==> src/rtl/pacman_score_keeper.sv <==
// pacman_score_keeper: accumulates the Pac-Man score in BCD from gameplay event
// pulses and presents a frame-stable copy to the on-screen digit renderer.
//
// Parameters:
//   DIGITS    - number of BCD digits kept (1-4)
//   GHOST_PTS - points per ghost eaten (1-3)
//   PELLETS   - pellets per level (used only when SCORE_WIN_EN is defined)
// Ports:
//   clk_pix   - pixel clock, the only clock
//   rst_n     - asynchronous active-low reset
//   frame     - start-of-vblank pulse; loads the displayed score
//   clear     - new-game pulse; zeroes score (and pellet count), beats events
//   pellet    - normal pellet eaten (+1)
//   power     - power pellet eaten (+5)
//   ghost     - ghost eaten (+GHOST_PTS)
//   score_bcd - displayed score, digit 0 (ones) in [3:0]
//   saturated - running score is all nines
//   win       - level cleared
// Optional feature macro: SCORE_WIN_EN (pellet counter and win flag; when
// undefined, win is tied 0 and events are never blocked).
module pacman_score_keeper #(
    parameter int unsigned DIGITS    = 2,
    parameter int unsigned GHOST_PTS = 3,
    parameter int unsigned PELLETS   = 240
) (
    input  logic                  clk_pix,
    input  logic                  rst_n,
    input  logic                  frame,
    input  logic                  clear,
    input  logic                  pellet,
    input  logic                  power,
    input  logic                  ghost,
    output logic [4*DIGITS-1:0]   score_bcd,
    output logic                  saturated,
    output logic                  win
);

    localparam int unsigned W = 4 * DIGITS;
    localparam logic [W-1:0] ALL_NINES = {DIGITS{4'h9}};

    // Reject out-of-range configurations at elaboration.
    if (DIGITS < 1 || DIGITS > 4 || GHOST_PTS < 1 || GHOST_PTS > 3 || PELLETS < 1) begin : g_param_check
        $error("pacman_score_keeper: parameter out of range");
    end

    logic [W-1:0] run;
    logic [W-1:0] run_add;
    logic [W-1:0] run_next;
    logic         carry_out;
    logic         blocked;
    logic         pellet_ok;
    logic         power_ok;
    logic         ghost_ok;
    logic [3:0]   inc;
    logic [4:0]   addend;
    logic [4:0]   sum;

    assign pellet_ok = pellet & ~blocked;
    assign power_ok  = power  & ~blocked;
    assign ghost_ok  = ghost  & ~blocked;

    // Ripple BCD add: digit 0 takes the event increment (max 9), higher digits take the carry.
    always_comb begin
        inc       = (pellet_ok ? 4'd1 : 4'd0)
                  + (power_ok  ? 4'd5 : 4'd0)
                  + (ghost_ok  ? 4'(GHOST_PTS) : 4'd0);
        run_add   = '0;
        addend    = {1'b0, inc};
        sum       = '0;
        for (int i = 0; i < int'(DIGITS); i++) begin
            sum = {1'b0, run[4*i +: 4]} + addend;
            if (sum >= 5'd10) begin
                run_add[4*i +: 4] = 4'(sum - 5'd10);
                addend            = 5'd1;
            end else begin
                run_add[4*i +: 4] = sum[3:0];
                addend            = 5'd0;
            end
        end
        carry_out = addend[0];
        if (clear) begin
            run_next = '0;
        end else if (carry_out) begin
            run_next = ALL_NINES;
        end else begin
            run_next = run_add;
        end
    end

    // Running score, saturation flag and frame-latched display copy.
    always_ff @(posedge clk_pix or negedge rst_n) begin
        if (!rst_n) begin
            run       <= '0;
            score_bcd <= '0;
            saturated <= 1'b0;
        end else begin
            run       <= run_next;
            saturated <= (run_next == ALL_NINES);
            if (frame) begin
                score_bcd <= clear ? '0 : run;
            end
        end
    end

`ifdef SCORE_WIN_EN
    localparam int unsigned CNT_W = $clog2(PELLETS + 1);

    logic [CNT_W-1:0] cnt;
    logic [CNT_W-1:0] cnt_next;
    logic [CNT_W:0]   cnt_sum;
    logic             reach;

    assign blocked = win;

    // Pellet and power pulses each count once; the count sticks at PELLETS.
    always_comb begin
        cnt_sum = {1'b0, cnt} + (CNT_W+1)'(pellet_ok) + (CNT_W+1)'(power_ok);
        reach   = (cnt_sum >= (CNT_W+1)'(PELLETS));
        if (clear) begin
            cnt_next = '0;
        end else if (reach) begin
            cnt_next = CNT_W'(PELLETS);
        end else begin
            cnt_next = cnt_sum[CNT_W-1:0];
        end
    end

    always_ff @(posedge clk_pix or negedge rst_n) begin
        if (!rst_n) begin
            cnt <= '0;
            win <= 1'b0;
        end else begin
            cnt <= cnt_next;
            win <= clear ? 1'b0 : (win | reach);
        end
    end
`else
    assign blocked = 1'b0;
    assign win     = 1'b0;
`endif

endmodule
==> config.mk <==
export PLATFORM = sky130hd
export DESIGN_NAME = pacman_score_keeper
export DESIGN_NICKNAME = d
export VERILOG_FILES = /design/src/rtl/pacman_score_keeper.sv
export SDC_FILE = /design/constraint.sdc
export NUM_CORES = 1
export LEC_CHECK = 0
export BUFFER_PORTS_ARGS = -buffer_cell sky130_fd_sc_hd__buf_2
export CORE_MARGIN = 2
export CORE_UTILIZATION = 55
export DETAILED_ROUTE_END_ITERATION = 7
export PLACE_DENSITY = 0.78
export RECOVER_POWER = 50
export SLEW_MARGIN = 30
export SYNTH_ARGS = -nofsm -noshare
export SYNTH_HDL_FRONTEND = slang
export SYNTH_SLANG_ARGS = --single-unit
==> constraint.sdc <==
create_clock -name clk_pix -period 5.1 [get_ports clk_pix]
set_input_delay 0.51 -clock clk_pix [delete_from_list [all_inputs] [get_ports clk_pix]]
set_output_delay 0.51 -clock clk_pix [all_outputs]
set_load 0.01 [all_outputs]
-- Yosys cells after proc, flatten, opt, wreduce, memory -nomap -nowiden
Cells that the tools add are included.
W data, S select, Z words.
- register bits: 17
- latch bits: 0
- bits in writable memories: 0
- bits in read-only memories: 0
- memories kept: 0
- $add $sub $neg: 6
- multiply operators: 0
- div/mod/pow operators: 0
- $lt $le $gt $ge: 2
- equal/unequal tests: 1
- shifts and indexed selects: 0
- muxes and demuxes: 10
- bitwise logic cells: 0
- reductions and logical operators: 0
- operators with widths (kind ; count):
    $mux W8 ; 3
    $ge A5 B4 Y1 const B ; 2
    $eq A8 B8 Y1 const B ; 1
    $mux W4 ; 2
    $sub A4 B4 Y4 const B ; 2
    $add A4 B1 Y5 ; 1
    $add A4 B4 Y5 ; 1
    $add A1 B3 Y4 ; 1
    $add A4 B2 Y4 ; 1
    $mux W1 ; 3
    $mux W3 ; 1
    $mux W2 ; 1

-- Depth between registers and ports, before layout
Gate-level depths: netlist of the first run.
- depth in word-level cells: 12
- mapped depth: 16
- depth with buffers taken out: 16

-- Least setup slack after synthesis of the first run
OpenSTA, ideal clock, no wires.
- path type: input -> register
- start: in pellet
- end: reg saturated
- arrival time: 3.863 ns
- required time: 4.965 ns
- path slack: 1.102 ns
- stages: 16
- buffers on the path: 0
- cell sequence: fa_1 ha_1 fa_1 xor2_1 inv_1 ha_1 o311ai_1 o211ai_1 nor2_2 ha_1 ha_1 nor2b_1 a211oi_2 nor2_2 nor4_2 a2111oi_2
- longest elaborated chain between the ends: 12
- elaborated cells on any way between the ends: 16
- classes of those cells: 6 x add/sub; 2 x order compare; 1 x eq/ne; 7 x mux
- ends and longest elaborated chain (element ; RTL line ; source):
    start: declaration ; 30 ; input logic pellet,
    $mux W1 * ; 64 ; inc = (pellet_ok ? 4'd1 : 4'd0)
    $add A1 B3 Y4 * ; 65 ; + (power_ok ? 4'd5 : 4'd0)
    $add A4 B2 Y4 * ; 66 ; + (ghost_ok ? 4'(GHOST_PTS) : 4'd0);
    $add A4 B4 Y5 * ; 71 ; sum = {1'b0, run[4*i +: 4]} + addend;
    $ge A5 B4 Y1 ; 72 ; if (sum >= 5'd10) begin
    $mux W1 ; 72 ;
    $add A4 B1 Y5 ; 71 ;
    $sub A4 B4 Y4 / $ge A5 B4 Y1 (equally long branches) ; 73, 72 ;
    $mux W4 / $mux W1 (equally long branches) ; 72 ;
    $mux W8 * ; 83 ; end else if (carry_out) begin
    $mux W8 * ; 81 ; if (clear) begin
    $eq A8 B8 Y1 * ; 98 ; saturated <= (run_next == ALL_NINES);
    end signal: assignment ; 98 ;
    end: declaration ; 34 ; output logic saturated,
Mark *: on every way between the ends. The rest lies on a longest branch, timed or not.
A chain may end at the register's enable or synchronous reset.

-- Worst setup path after layout of the first run
- start: reg run[0]
- end: reg run[3]
- longest elaborated chain between the ends: 8
- elaborated cells on any way between the ends: 10
- classes of those cells: 3 x add/sub; 2 x order compare; 5 x mux
- ends and longest elaborated chain (element ; RTL line ; source):
    start: declaration ; 46 ; logic [W-1:0] run;
    start signal: assignment ; 97 ; run <= run_next;
    $add A4 B4 Y5 * ; 71 ;
    $ge A5 B4 Y1 ; 72 ;
    $mux W1 ; 72 ;
    $add A4 B1 Y5 ; 71 ;
    $ge A5 B4 Y1 ; 72 ;
    $mux W1 ; 72 ;
    $mux W8 * ; 83 ;
    $mux W8 * ; 81 ;
    named net run_next[3] ; 48 ; logic [W-1:0] run_next;
The timed path passes the listed nets; every way through them passes the cells marked *.

==> flow_metrics.tcl, run 1 <==
set metrics [dict create \
    grt_use_total_pct 18.77 \
    seq_area_frac_synth_pct 39.17 \
    htreeDepth 1 \
    clock_latency_ns 0.29 \
    grt_max_degree 18 \
    final.setup.tns_ns 0 \
    routabilityCongestion 0.9289 \
    ys_ff_latch 17 \
    worstSetupStartpointType "flip-flop" \
    fmax_ghz 0.2332 \
    hold_violations 0 \
    yosys-top-cells-count "dfrtp_1, inv_1, ha_1, nor2_1, o21ai_0" \
    antenna_found_initial 0 \
    place_ws_ns 0.5629 \
    drv_slew 0 \
    cpMaxStageDelayCell "fa_1" \
    ff2ff_path_depth 16 \
    max_stage_delay_ns 0.44 \
    hold_ws_ns 0.2912 \
    area_delta_synth_final_pct 10.95 \
    synth_edf_count 0 \
    placed_cell_area_mm2 0.001180 \
    rsz0062_at_grt "no" \
    root_buffer "clkbuf_4" \
    critical_path_class "flip-flop to flip-flop" \
    fin_crit_sh_pct 84.08 \
    cts_buffers 3 \
    num_io_pins 17 \
    hold_class "input port to asynchronous set/reset pin" \
    initial_utilization_pct 57.11 \
    clockBufferDepth 2 \
    timing.final.crit_period_ns 4.288 \
    max_cap_violations 0 \
    yosysWarnings 0 \
    postRouteWirelength_mm 1.899 \
    coreArea_mm2 0.001902 \
    p_leak_nw 0.5772 \
    crit_path_frequent_cell "ha_1" \
    syn_area_per_cell_um2 10.15 \
    syn_area_mm2 0.001086 \
    synth_compound_area_share_pct 17.05 \
    synthXorXnorAreaFrac_pct 1.613 \
    die-area_mm2 0.002346 \
    synth_fa_ha_area_share_pct 14.06 \
    synth_fp_nets 125 \
    vias 817 \
    yosys.area_share.simple_pct 22.00 \
    synth_mux_area_share_pct 0.9217 \
    crit_fanout 6 \
    ys.flop_type "dfrtp_1" \
    post_drt_wl_per_cell_um 12.66 \
    cts_hold_buf 0 \
    ant_nets 0 \
    cts_tree "yes" \
    viasPerCell 5.447 \
    rows 16 \
    dp_cells 146 \
    hpwl_mm 1.481 \
    path_clk_slew_ns 0.10 \
    setup_violations 0 \
    required_ns 5.27 \
    ys_async_sr_fraction_pct 100.0 \
    final_nets 142 \
    fin_worst_skew_ns 0.007485 \
    ys_types 35 \
    synth.most_common_cell "dfrtp_1" \
    r2r_start "run[0]" \
    cts.repair.resized 0 \
    overflow 0 \
    clock-sinks 17 \
    cts_setup_buffers 0 \
    synth_top_area_cell "dfrtp_1" \
    drt_iter0_drc 17 \
    crit_end "run[3]" \
    synthDominantCellAreaShare_pct 39.17 \
    grt_pass1_wl_mm 3.346 \
    tightest_slew_ns 0.8603 \
    die_y_um 48.44 \
    grt_pass1_vias 778 \
    peakVddDrop_mv 0.2899 \
    slew_headroom_pct 42.65 \
    drt-pass1-iter-count 5 \
    critPathCaptureType "flip-flop" \
    die_x_um 48.44 \
    r2r_end "run[3]" \
    crit_chain "fa_1 > ha_1 > fa_1 > xor2_1 > inv_1 > ha_1 > o311ai_1 > o211ai_1 > nor2_2 > ha_1 > ha_1 > nor2b_1 > a211oi_2 > nor2_2 > nor4_2 > nor2_1" \
    stdcell_area_mm2 0.001205 \
    r2r_setup_slack_ns 0.81 \
    diodes 0 \
    finalPower_mw 0.5827 \
    fin_cells 150 \
    crit_arrival_ns 4.46 \
    final_util_pct 63.36 \
    synth.top_cells.by_area "dfrtp_1, ha_1, nand3b_1" \
    synth_top_family_by_area "simple AND/OR/NAND/NOR gates" \
    cp-startpoint "run[0]" \
    worst_slack_ns 0.8119 \
    drcViolationCount 0 \
    power.density_mw_per_mm2 483.6 \
    drive_gt1_share_pct 22.76 \
    synthCells 107 \
    io_buffers 15 \
    status "finished, final reports clean" \
]
per-layer routing:
metal / wire [um] / share of wire (%) / global-route usage [%]
met1: 847 / 45 / 22.90
met2: 950 / 50 / 31.48
met3: 74 / 3.9 / 5.556
met4: 27 / 1.4 / 7.143
met5: 0 / 0 / 0
worst min-delay path by stage:
stage	from	to	slack, ns	depth (start not counted)
5_1_grt	rst_n	run[1]	0.36	1
3_3_place_gp	rst_n	score_bcd[2]	0.44	1
4_1_cts	rst_n	run[1]	0.11	1
6_report	rst_n	run[1]	0.29	1
3_5_place_dp	rst_n	score_bcd[0]	0.45	1
2_1_floorplan	rst_n	run[0]	0.21	0
flip-flops by register name, summed over array words and instances, names as in the netlist:
name and count:
run 8, score_bcd 8, saturated 1
placed cells by master, fill, tap and decap left out:
cell,count
conb_1,1
buf_2,13
nand2b_1,2
o21bai_4,1
clkinv_2,1
nand3_1,2
clkbuf_1,2
inv_1,10
nor4bb_1,1
xor2_1,1
nor4_2,1
a2111oi_2,1
a211oi_2,2
or3b_1,1
ha_1,9
nor2_1,9
o21ai_0,9
o311ai_1,1
clkbuf_4,3
a21o_1,1
dfrtp_1,17
a21oi_1,5
nor2_2,2
fa_1,2
and3b_1,1
xnor2_1,1
nand2_1,5
nand3b_1,8
and2_2,1
o211ai_1,1
mux2i_1,1
o211a_4,1
nor2b_1,1
and3_2,1
nand3_2,1
a211oi_1,2
or4b_1,2
power by group:
part | switching [mW] | leakage [nW] | internal [mW]
clock | 0.0414 | 0.0177 | 0.0292
sequential | 0.0135 | 0.231 | 0.157
combinational | 0.197 | 0.328 | 0.145
total | 0.252 | 0.577 | 0.330
worst max-delay path: cells and delay by family, from the launching register on:
family                   cells  cell delay (ns)
AO/OA/AOI/OAI                3             0.70
XOR/XNOR                     1             0.31
adder cells (fa/ha/maj)      6             1.78
buffers and inverters        1             0.08
flip-flops                   1             0.41
AND/OR/NAND/NOR              5             0.89
final cells by class:
cell class                 count  area [um^2]
inverter                      10        37.54
tap                           27        33.78
multi-input combinational     77        608.1
clock inverter                 1        5.005
clock buffer                   3        22.52
timing repair buffer          15        72.57
sequential                    17        425.4
fill                         156        696.9
logic make-up (layout without fill, tap and decap cells):
| group | count (synthesis) | after routing |
|---|---|---|
| and+or+nand+nor | 38 | 38 |
| AOI/OAI and AO/OA | 24 | 24 |
| DFF | 17 | 17 |
| buffers and inverters | 13 | 29 |
| adders and majority gates | 11 | 11 |
| xor gates and xnor gates | 2 | 2 |
| other | 1 | 1 |
| muxes | 1 | 1 |
Power figures use the tool's default switching activity.
==> run 2, diff against run 1 <==
--- a/config.mk
+++ b/config.mk
@@ -7,9 +7,9 @@
 export LEC_CHECK = 0
 export BUFFER_PORTS_ARGS = -buffer_cell sky130_fd_sc_hd__buf_2
 export CORE_MARGIN = 2
-export CORE_UTILIZATION = 55
+export CORE_UTILIZATION = 49
 export DETAILED_ROUTE_END_ITERATION = 7
-export PLACE_DENSITY = 0.78
+export PLACE_DENSITY = 0.73
 export RECOVER_POWER = 50
 export SLEW_MARGIN = 30
 export SYNTH_ARGS = -nofsm -noshare
==> constraint.sdc (replaced) <==
create_clock -name clk_pix -period 3.7 [get_ports clk_pix]
set_input_delay 0.37 -clock clk_pix [delete_from_list [all_inputs] [get_ports clk_pix]]
set_output_delay 0.37 -clock clk_pix [all_outputs]
set_load 0.01 [all_outputs]
==> flow_metrics.tcl, run 2 (synthesized netlist as in run 1, its figures left out) <==
set metrics [dict create \
    status "complete, but fails checks" \
    violations "negative setup slack" \
    antenna_found_initial 0 \
    seqCellArea_um2 425.4 \
    vias 905 \
    fin_worst_skew_ns 0.001644 \
    biggestRegsByFlops "run (8), score_bcd (8), saturated (1)" \
    drt-pass1-iter-count 4 \
    overflow 0 \
    worstSetupStartpointType "flip-flop" \
    drv_slew 0 \
    critPathCaptureType "flip-flop" \
    viasPerCell 5.324 \
    power_switching_mw 0.4583 \
    fin_crit_sh_pct 101.4 \
    hold_ws_ns 0.3869 \
    max_stage_delay_ns 0.55 \
    grt_pass1_wl_mm 4.112 \
    final_util_pct 69.19 \
    hold_class "input port to flip-flop" \
    num_io_pins 17 \
    tightest_slew_ns 0.9208 \
    required_ns 3.90 \
    drive_gt1_share_pct 43.66 \
    layout_common_cells "dfrtp_1, buf_4, buf_2" \
    hold_violations 0 \
    setup_violations 5 \
    clockBufferDepth 2 \
    p_leak_nw 0.6808 \
    initial_utilization_pct 50.55 \
    timing.final.crit_period_ns 3.751 \
    share_comb_of_total_power_pct 68.9 \
    rows 17 \
    clock-sinks 17 \
    fmax_ghz 0.2666 \
    crit_arrival_ns 3.95 \
    multi_input_area_um2 734.5 \
    power.density_mw_per_mm2 732.6 \
    root_buffer "clkbuf_4" \
    placed_cell_area_mm2 0.001346 \
    drcViolationCount 0 \
    die-area_mm2 0.002609 \
    area_delta_synth_final_pct 36.87 \
    die_y_um 51.08 \
    critical_path_class "flip-flop to flip-flop" \
    stdcell_area_mm2 0.001486 \
    swShare_pct 42.09 \
    coreArea_mm2 0.002148 \
    finalPower_mw 1.089 \
    p_int_mw 0.6307 \
    die_x_um 51.08 \
    peakVddDrop_mv 0.5106 \
    diodes 0 \
    crit_chain "fa_1 > ha_2 > fa_2 > or4b_4 > nand3_2 > o211ai_1 > nor2_2 > ha_4 > ha_4 > nand2b_4 > mux2i_4 > o21bai_4 > a21oi_2 > a2111oi_2" \
    slew_headroom_pct 38.62 \
    rsz0062_at_grt "yes" \
    grt_pass1_vias 919 \
    htreeDepth 1 \
    nFillCells 165 \
    cts_tree "yes" \
    power_frac_seq_pct 21.7 \
    clock_latency_ns 0.29 \
    hpwl_mm 1.688 \
    post_drt_wl_per_cell_um 14.33 \
    cpMaxStageDelayCell "fa_2" \
    worst_slack_ns -0.05106 \
    grt_use_total_pct 21.14 \
    io_buffers 15 \
    cts_buffers 3 \
    routabilityCongestion 0.8318 \
    pwr-share-clk_pct 9.4 \
    crit_fanout 5 \
    postRouteWirelength_mm 2.436 \
    path_clk_slew_ns 0.10 \
    crit_path_frequent_cell "ha_4" \
    ant_nets 0 \
    drt_iter0_drc 18 \
    final_nets 161 \
    grt_max_degree 18 \
    layout_commonest_cell "dfrtp_1" \
    max_cap_violations 0 \
]
[run 2: area by class of cell]
| class | instances | area share (%) |
|---|---|---|
| Clock buffer | 3 | 1.515 |
| Multi-Input combinational cell | 77 | 49.41 |
| Tap cell | 28 | 2.357 |
| Clock inverter | 1 | 0.3367 |
| Timing Repair Buffer | 34 | 15.24 |
| Sequential cell | 17 | 28.62 |
| Inverter | 10 | 2.525 |
[run 2: power by group through the flow]
stage	logic (mW)	clock network, mW	registers [mW]
after floorplan	0.401	0	0.240
after global placement	0.562	0	0.238
after detailed placement	0.584	0	0.239
after CTS	0.663	0.104	0.235
after global routing	0.812	0.113	0.240
final	0.750	0.102	0.237
[run 2: stage by stage]
stage,TNS (ns),worst slack [ns],instances
finish,-0.1647,-0.05106,170
floorplan,0,0.009944,107
detailed placement,-1.100,-0.2320,161
global route,-1.145,-0.2152,170
global placement,-0.6774,-0.1752,161
CTS,-0.2773,-0.07415,169
[run 2: critical path, delay by kind of cell (launching register included)]
| family | cells | cell delay, ns |
|---|---|---|
| fa+ha+maj | 5 | 1.53 |
| flops | 1 | 0.42 |
| mux | 1 | 0.08 |
| compound gates | 4 | 0.74 |
| simple gates | 4 | 0.88 |
[run 2: routing by layer]
layer / vias up / share of wire, % / routed length (um) / track usage, %
met2: 25 / 49 / 1202 / 36.36
met3: 0 / 4.0 / 97 / 4.386
met4: 0 / 0 / 0 / 2.703
li1: 446 / - / - / -
met5: - / 0 / 0 / 0
met1: 434 / 47 / 1137 / 28.06
[run 2: final timing paths]
path	startpoint	endpoint	slack [ns]	cells after the start
min in group asynchronous	rst_n	score_bcd[0]	0.72	2
worst min-delay path	clear	run[0]	0.39	2
worst min register to register	run[2]	score_bcd[2]	0.52	2
worst max-delay path	run[0]	saturated	-0.05	14
worst max register to register	run[0]	saturated	-0.05	14
max in group asynchronous	rst_n	run[1]	2.42	2
[run 2: timing repair]
item,in CTS,in global routing
hold buffers,1,0
endpoints found under the setup margin,7,7
gates resized for setup,6,8
setup buffers,3,1
pin swaps,3,2
endpoints found under the hold margin,17,0
